$ cat config.mk
export PLATFORM = sky130hd
export DESIGN_NAME = shared_reg_arbiter
export DESIGN_NICKNAME = d
export VERILOG_FILES = /design/src/rtl/shared_reg_pkg.sv /design/src/rtl/shared_reg.sv /design/src/rtl/shared_reg_arbiter.sv
export SDC_FILE = /design/constraint.sdc
export NUM_CORES = 1
export LEC_CHECK = 0
export CAP_MARGIN = 20
export CORE_ASPECT_RATIO = 1.4
export CORE_MARGIN = 3
export CORE_UTILIZATION = 40
export DETAILED_ROUTE_END_ITERATION = 10
export HOLD_SLACK_MARGIN = 0.12
export PLACE_DENSITY = 0.78
export SYNTH_ARGS = -nofsm -noshare
export SYNTH_HDL_FRONTEND = slang
export SYNTH_SLANG_ARGS = --single-unit
$ cat constraint.sdc
create_clock -name clk -period 4.43 [get_ports clk]
set_input_delay 0.886 -clock clk [delete_from_list [all_inputs] [get_ports clk]]
set_output_delay 0.886 -clock clk [all_outputs]
set_load 0.1 [all_outputs]
$ cat src/rtl/shared_reg_pkg.sv
// Shared definitions for the shared-register arbiter: FSM state encoding
// and the default requester count and register width.
package shared_reg_pkg;

    localparam int DEF_N = 4;
    localparam int DEF_W = 8;

    typedef enum logic [1:0] {
        IDLE  = 2'd0,
        GRANT = 2'd1,
        ACK   = 2'd2
    } state_t;

endpackage

$ cat src/rtl/shared_reg.sv
// W-bit storage register with a load enable; cleared asynchronously by reset.
module shared_reg #(
    parameter int W = 8
) (
    input  logic         clk,
    input  logic         reset,
    input  logic         i_load,
    input  logic [W-1:0] i_d,
    output logic [W-1:0] o_q
);

    logic [W-1:0] r_q;

    always_ff @(posedge clk or posedge reset) begin
        if (reset) begin
            r_q <= '0;
        end else if (i_load) begin
            r_q <= i_d;
        end
    end

    assign o_q = r_q;

endmodule

$ cat src/rtl/shared_reg_arbiter.sv
// Round-robin arbiter giving N requesters write access to one shared W-bit
// register; each write takes IDLE -> GRANT -> ACK, one clock per busy state.
module shared_reg_arbiter
    import shared_reg_pkg::*;
#(
    parameter int N = DEF_N,
    parameter int W = DEF_W
) (
    input  logic           clk,
    input  logic           reset,
    input  logic [N-1:0]   req,
    input  logic [N*W-1:0] wdata,
    output logic [N-1:0]   ack,
    output logic [W-1:0]   q,
    output logic [1:0]     owner,
    output logic           valid,
    output logic           busy
);

    state_t       r_state;
    logic [1:0]   r_ptr;
    logic [1:0]   r_g;
    logic [1:0]   r_owner;
    logic         r_valid;
    logic [N-1:0] r_ack;

    logic [1:0]   w_pick;
    logic [W-1:0] w_sel;
    logic         w_load;

    // Scan from the highest offset down so the nearest set bit above ptr wins.
    always_comb begin
        w_pick = r_ptr;
        for (int k = N - 1; k >= 0; k--) begin
            if (req[r_ptr + 2'(k)]) begin
                w_pick = r_ptr + 2'(k);
            end
        end
    end

    always_comb begin
        w_sel = '0;
        for (int i = 0; i < N; i++) begin
            if (r_g == 2'(i)) begin
                w_sel = wdata[i*W +: W];
            end
        end
    end

    assign w_load = (r_state == GRANT);

    shared_reg #(
        .W(W)
    ) u_shared_reg (
        .clk   (clk),
        .reset (reset),
        .i_load(w_load),
        .i_d   (w_sel),
        .o_q   (q)
    );

    // ack rises on entry to ACK and falls on leaving it, so it is one-hot for one clock.
    always_ff @(posedge clk or posedge reset) begin
        if (reset) begin
            r_state <= IDLE;
            r_ptr   <= '0;
            r_g     <= '0;
            r_owner <= '0;
            r_valid <= 1'b0;
            r_ack   <= '0;
        end else begin
            case (r_state)
                IDLE: begin
                    if (|req) begin
                        r_g     <= w_pick;
                        r_state <= GRANT;
                    end
                end
                GRANT: begin
                    r_owner <= r_g;
                    r_valid <= 1'b1;
                    r_ack   <= N'(1) << r_g;
                    r_state <= ACK;
                end
                ACK: begin
                    r_ack   <= '0;
                    r_ptr   <= r_g + 2'd1;
                    r_state <= IDLE;
                end
                default: begin
                    r_ack   <= '0;
                    r_state <= IDLE;
                end
            endcase
        end
    end

    assign ack   = r_ack;
    assign owner = r_owner;
    assign valid = r_valid;
    assign busy  = (r_state != IDLE);

endmodule
==> results of run 1 <==
==> cell type report <==
type | instances | share of cell area
repair buffers | 54 | 0.313
multi-input cells | 78 | 0.310
flip-flops and latches | 21 | 0.305
inverters | 14 | 0.0305
well taps | 36 | 0.0262
clock buffers | 4 | 0.0153
==> how the worst max path moves through the flow <==
stage | from | cells after the start | slack (ns) | to
global placement | r_state[0]$_DFFE_PP0P_ | 2 | 1.76 | busy
global route | r_state[0]$_DFFE_PP0P_ | 2 | 1.31 | busy
CTS | r_state[0]$_DFFE_PP0P_ | 2 | 1.40 | busy
finish | r_state[0]$_DFFE_PP0P_ | 2 | 1.40 | busy
detailed placement | r_state[0]$_DFFE_PP0P_ | 2 | 1.76 | busy
floorplan | u_shared_reg.o_q[0]$_DFFE_PP0N_ | 0 | 2.65 | q[0]
==> metal layers <==
layer | vias up | global-route usage | part of all wire
met5 | - | 0 | 0
met4 | 0 | 0.0700 | 0.015
met3 | 6 | 0.0581 | 0.091
met2 | 41 | 0.307 | 0.50
met1 | 499 | 0.187 | 0.39
li1 | 525 | - | -
==> sequential cells by signal (all words and copies together) (netlist names) <==
register	cells
r_state	2
u_shared_reg.o_q	8
r_ptr	2
owner	2
valid	1
ack	4
r_g	2
==> cell families after synthesis <==
kind of cell / after synthesis / synth area share
buffers and inverters: 22 / 0.0794
AND/OR/NAND/NOR: 31 / 0.118
AO/OA/AOI/OAI: 36 / 0.238
multiplexers: 7 / 0.0642
adder cells (fa/ha/maj): 4 / 0.0435
flip-flops: 21 / 0.457
==> through the flow <==
| stage | util | setup WS (ns) |
|---|---|---|
| 2_1_floorplan | - | 2.65 |
| 3_3_place_gp | 0.628 | 1.76 |
| 3_5_place_dp | 0.628 | 1.76 |
| 4_1_cts | 0.638 | 1.40 |
| 5_1_grt | 0.638 | 1.31 |
| 6_report | 0.638 | 1.40 |
==> critical path, stage by stage, from the launching register on <==
cell and delay, ns:
dfrtp_1 0.51, or2_4 0.20, clkdlybuf4s50_1 1.13
==> cell usage in the layout, fill, tap and decap left out <==
master and instances:
clkdlybuf4s50_1 53, ha_1 4, nor2_1 16, a21oi_1 3
or2_2 1, nor2b_1 1, mux2i_1 4, nor3_1 1
or2_4 1, clkbuf_4 3, buf_4 1, o21ai_0 5
mux2_2 3, clkbuf_1 1, a31oi_4 1, o2bb2ai_1 1
o22ai_1 1, a31oi_1 8, and2b_2 1, a211o_1 8
a22oi_1 1, nand2_1 9, a221oi_1 7, inv_1 14
dfrtp_1 21, o221ai_1 1, nand2b_1 1
==> impl_metrics.toml, run 1 <==
[die]
die_x_um = 51.3
start_util = 0.426
die_area_mm2 = 0.00356
core-area_mm2 = 0.00270
row_count = 22
die_h_um = 69.4
io_pins = 54

[detailed_routing]
drcViolationCount = 0
drtIter0Drc = 24
viasPerCell = 5.17
antenna_left = 0
avgRoutedWirePerCell_um = 14.3
routed_wl_mm = 2.96
first_pass_iters = 4
dr_total_vias = 1071

[setup_path]
start_kind = "flip-flop"
worst-setup-path-type = "flip-flop to primary output"
critPathRequiredTime_ns = 3.54
ff2ff_setup_slack_ns = 2.51
r2r_cells = 6
cp-end-kind = "primary output"
worstPathMaxFanout = 7
critPathArrivalTime_ns = 2.15
r2r-start = "r_g[1]$_DFFE_PP0P_"
timing.rr.end = "u_shared_reg.o_q[1]$_DFFE_PP0N_"

[cells_and_area]
fillers = 249
finalNonFillerCells = 207
area_growth_pct = 49.6
multiInputGateArea_um2 = 533
final_nets = 214
antennaDiodeCount = 0
regArea_um2 = 526
final_area_mm2 = 0.00172
drive_gt1_frac = 0.0643

[placement]
gp_congestion = 0.729
port_buffers = 53
numPlacedInstances = 203
hpwlAfterDp_mm = 2.30
dpl-instance-area_mm2 = 0.00169

[cts]
cts_htree_levels = 1
hold_buffers = 0
cts_root_buffer = "clkbuf_4"
cts_inserted_buffers = 3
cts_buffer_depth = 2
cts_tree = "done"
insertion_delay_ns = 0.29
post_cts_buffers = 0
cts.sinks = 21
cts_resized = 0
path_clk_slew_ns = 0.11

[synth]
ys_types = 25
synth_warnings = 0
netlist_instances = 121
syn_nets = 163
postSynthAreaPerCell_um2 = 9.50
synth_edf_count = 0
yosysTopAreaCell = "dfrtp_1"
synth_seq_cells = 21
synthesis.area_mm2 = 0.00115
synth_area_leaders = "dfrtp_1 46%, a211o_1 6.1%, a221oi_1 5.3%, nor2_1 5.2%, inv_1 4.6%"
yosysTopAreaCellShare = 0.457
ys.flop_type = "dfrtp_1"
synth.most_common_cell = "dfrtp_1"
synth_seq_area_share = 0.457
synth_common_cells = "21 x dfrtp_1, 16 x nor2_1, 14 x inv_1"
ys_async_sr_fraction = 1.00

[global_route]
grt_overflow_total = 0
antenna_found_initial = 0
grt_max_degree = 22
grt_pass1_vias = 1063
grt_use_total = 0.175
grt_pass1_wl_mm = 4.79

[timing]
fmax_mhz = 330
finalCritPeriodShare = 0.685
drv_slew = 0
post-route-min-period_ns = 3.03
hold_ws_ns = 0.481
setup_viol = 0
tns_ns = 0
hold_violations = 0
maxSlewHeadroom = 0.346
tightest_slew_ns = 0.977
rsz0062_at_grt = "false"
worst_clock_skew_ns = 0.00136

[min_path]
min_path_cells = 1
min_path_type = "flip-flop to flip-flop"
whs_endpoint = "valid$_DFFE_PP0N_"
hp-start = "valid$_DFFE_PP0N_"

[run_status]
status = "finished, final reports clean"

[flow_run]
cap_violations = 0
Power of run 1 is not shown: default switching activity piles up to over one toggle a cycle in this logic, so the estimate is an artifact.
==> inputs of run 2 (changes only) <==
--- a/config.mk
+++ b/config.mk
@@ -8,10 +8,10 @@
 export CAP_MARGIN = 20
 export CORE_ASPECT_RATIO = 1.4
 export CORE_MARGIN = 3
-export CORE_UTILIZATION = 40
+export CORE_UTILIZATION = 36
 export DETAILED_ROUTE_END_ITERATION = 10
 export HOLD_SLACK_MARGIN = 0.12
-export PLACE_DENSITY = 0.78
+export PLACE_DENSITY = 0.75
 export SYNTH_ARGS = -nofsm -noshare
 export SYNTH_HDL_FRONTEND = slang
 export SYNTH_SLANG_ARGS = --single-unit
==> constraint.sdc (replaced) <==
create_clock -name clk -period 2.52 [get_ports clk]
set_input_delay 0.504 -clock clk [delete_from_list [all_inputs] [get_ports clk]]
set_output_delay 0.504 -clock clk [all_outputs]
set_load 0.1 [all_outputs]
==> run 2 against run 1 <==
Non-clock buffer count stayed put. Worst setup slack worse by 0.74 ns. Design area is 1.2% lower. Global-route usage is 1.6 points lower. Utilization is 6.4 points lower. Clock-buffer cell count stayed put. Highest routed layer unchanged.
==> impl_metrics.toml, run 2 (synthesis results as in run 1) <==
[run_status]
status = "finished, final reports clean"

[detailed_routing]
viasPerCell = 5.29
first_pass_iters = 5
antenna_left = 0
avgRoutedWirePerCell_um = 14.8
drcViolationCount = 0
dr_total_vias = 1100
drtIter0Drc = 18
routed_wl_mm = 3.08

[cells_and_area]
final_cell_mix = "37 x clkdlybuf4s50_1, 21 x dfrtp_1, 17 x buf_4"
antennaDiodeCount = 0
multiInputGateArea_um2 = 533
drive_gt1_frac = 0.158
area_growth_pct = 47.9
fillers = 268
final_common_cell = "clkdlybuf4s50_1"
final_nets = 214
largest_register_ffs = 8
regArea_um2 = 526

[placement]
hpwlAfterDp_mm = 2.31
port_buffers = 53
gp_congestion = 0.743

[setup_path]
start_kind = "flip-flop"
crit_slowest_cell = "dfrtp_1"
worst-setup-path-type = "flip-flop to flip-flop"
critical_path.cell_chain = "inv_1 -> ha_1 -> and2b_2 -> a221oi_1 -> a211o_1 -> a31oi_1"
critPathRequiredTime_ns = 2.65
cp-end-kind = "flip-flop"
ff2ff_setup_slack_ns = 0.65
worstPathMaxFanout = 11
r2r-start = "r_g[1]$_DFFE_PP0P_"
timing.rr.end = "u_shared_reg.o_q[0]$_DFFE_PP0N_"
cpLargestDelayFamily = "compound AO/OA/AOI/OAI gates"
critPathArrivalTime_ns = 1.99
crit_path_max_incr_delay_ns = 0.43
r2r_cells = 6
critical_path_buf_inv_count = 1

[die]
die_area_mm2 = 0.00392
row_count = 23
die_x_um = 53.8
start_util = 0.388
core-area_mm2 = 0.00296
io_pins = 54
die_h_um = 72.9

[timing]
tightest_slew_ns = 0.801
hold_violations = 0
fmax_mhz = 536
setup_viol = 0
post-route-min-period_ns = 1.87
drv_slew = 0
maxSlewHeadroom = 0.465
rsz0062_at_grt = "false"
finalCritPeriodShare = 0.741
worst_clock_skew_ns = 0.00348
tns_ns = 0

[cts]
hold_buffers = 0
cts_tree = "done"
cts_root_buffer = "clkbuf_8"
insertion_delay_ns = 0.25
cts_inserted_buffers = 3
cts_buffer_depth = 2
cts.sinks = 21
path_clk_slew_ns = 0.07
cts_htree_levels = 1
cts_resized = 0
post_cts_buffers = 0

[global_route]
antenna_found_initial = 0
grt_pass1_wl_mm = 4.66
grt_max_degree = 22
grt_overflow_total = 0
grt_use_total = 0.159
grt_pass1_vias = 1066

[min_path]
hp-start = "valid$_DFFE_PP0N_"
min_path_cells = 1
min_path_type = "flip-flop to flip-flop"
whs_endpoint = "valid$_DFFE_PP0N_"

[flow_run]
cap_violations = 0
run 2: cell types whose count changed in the layout (fill, tap and decap cells not counted):
cell             change
buf_4               +16
clkbuf_8             +3
clkbuf_4             -3
clkdlybuf4s50_1     -16
run 2: worst max path at each step:
stage	from	endpoint	slack, ns	cells after the start
2_1_floorplan	r_g[0]$_DFFE_PP0P_	u_shared_reg.o_q[6]$_DFFE_PP0N_	1.08	8
3_3_place_gp	r_g[1]$_DFFE_PP0P_	u_shared_reg.o_q[0]$_DFFE_PP0N_	0.70	6
3_5_place_dp	r_g[1]$_DFFE_PP0P_	u_shared_reg.o_q[0]$_DFFE_PP0N_	0.65	6
4_1_cts	r_g[1]$_DFFE_PP0P_	u_shared_reg.o_q[0]$_DFFE_PP0N_	0.64	6
5_1_grt	r_g[1]$_DFFE_PP0P_	u_shared_reg.o_q[0]$_DFFE_PP0N_	0.51	6
6_report	r_g[1]$_DFFE_PP0P_	u_shared_reg.o_q[0]$_DFFE_PP0N_	0.65	6
run 2: metrics by stage:
stage | instance area, µm² | instances | hold slack [ns] | utilization | setup slack [ns]
2_1_floorplan | 1150 | 121 | 0.481 | - | 1.08
3_3_place_gp | 1660 | 204 | 0.454 | 0.558 | 0.698
3_5_place_dp | 1660 | 204 | 0.468 | 0.558 | 0.651
4_1_cts | 1700 | 208 | 0.487 | 0.574 | 0.638
5_1_grt | 1700 | 208 | 0.529 | 0.574 | 0.510
6_report | 1700 | 208 | 0.483 | 0.574 | 0.653
run 2: cell type report:
class	instances	area share
multi-input cells	78	0.313
flip-flops and latches	21	0.309
repair buffers	54	0.293
inverters	14	0.0309
well taps	37	0.0272
clock buffers	4	0.0265
run 2: layer usage:
metal,GRT usage,wire (µm),vias up
met3,0.0327,272,2
met1,0.182,1210,526
met2,0.279,1570,44
met4,0.0597,18,0
li1,-,-,528
met5,0,0,-
Power of run 2 is left out for the same reason.
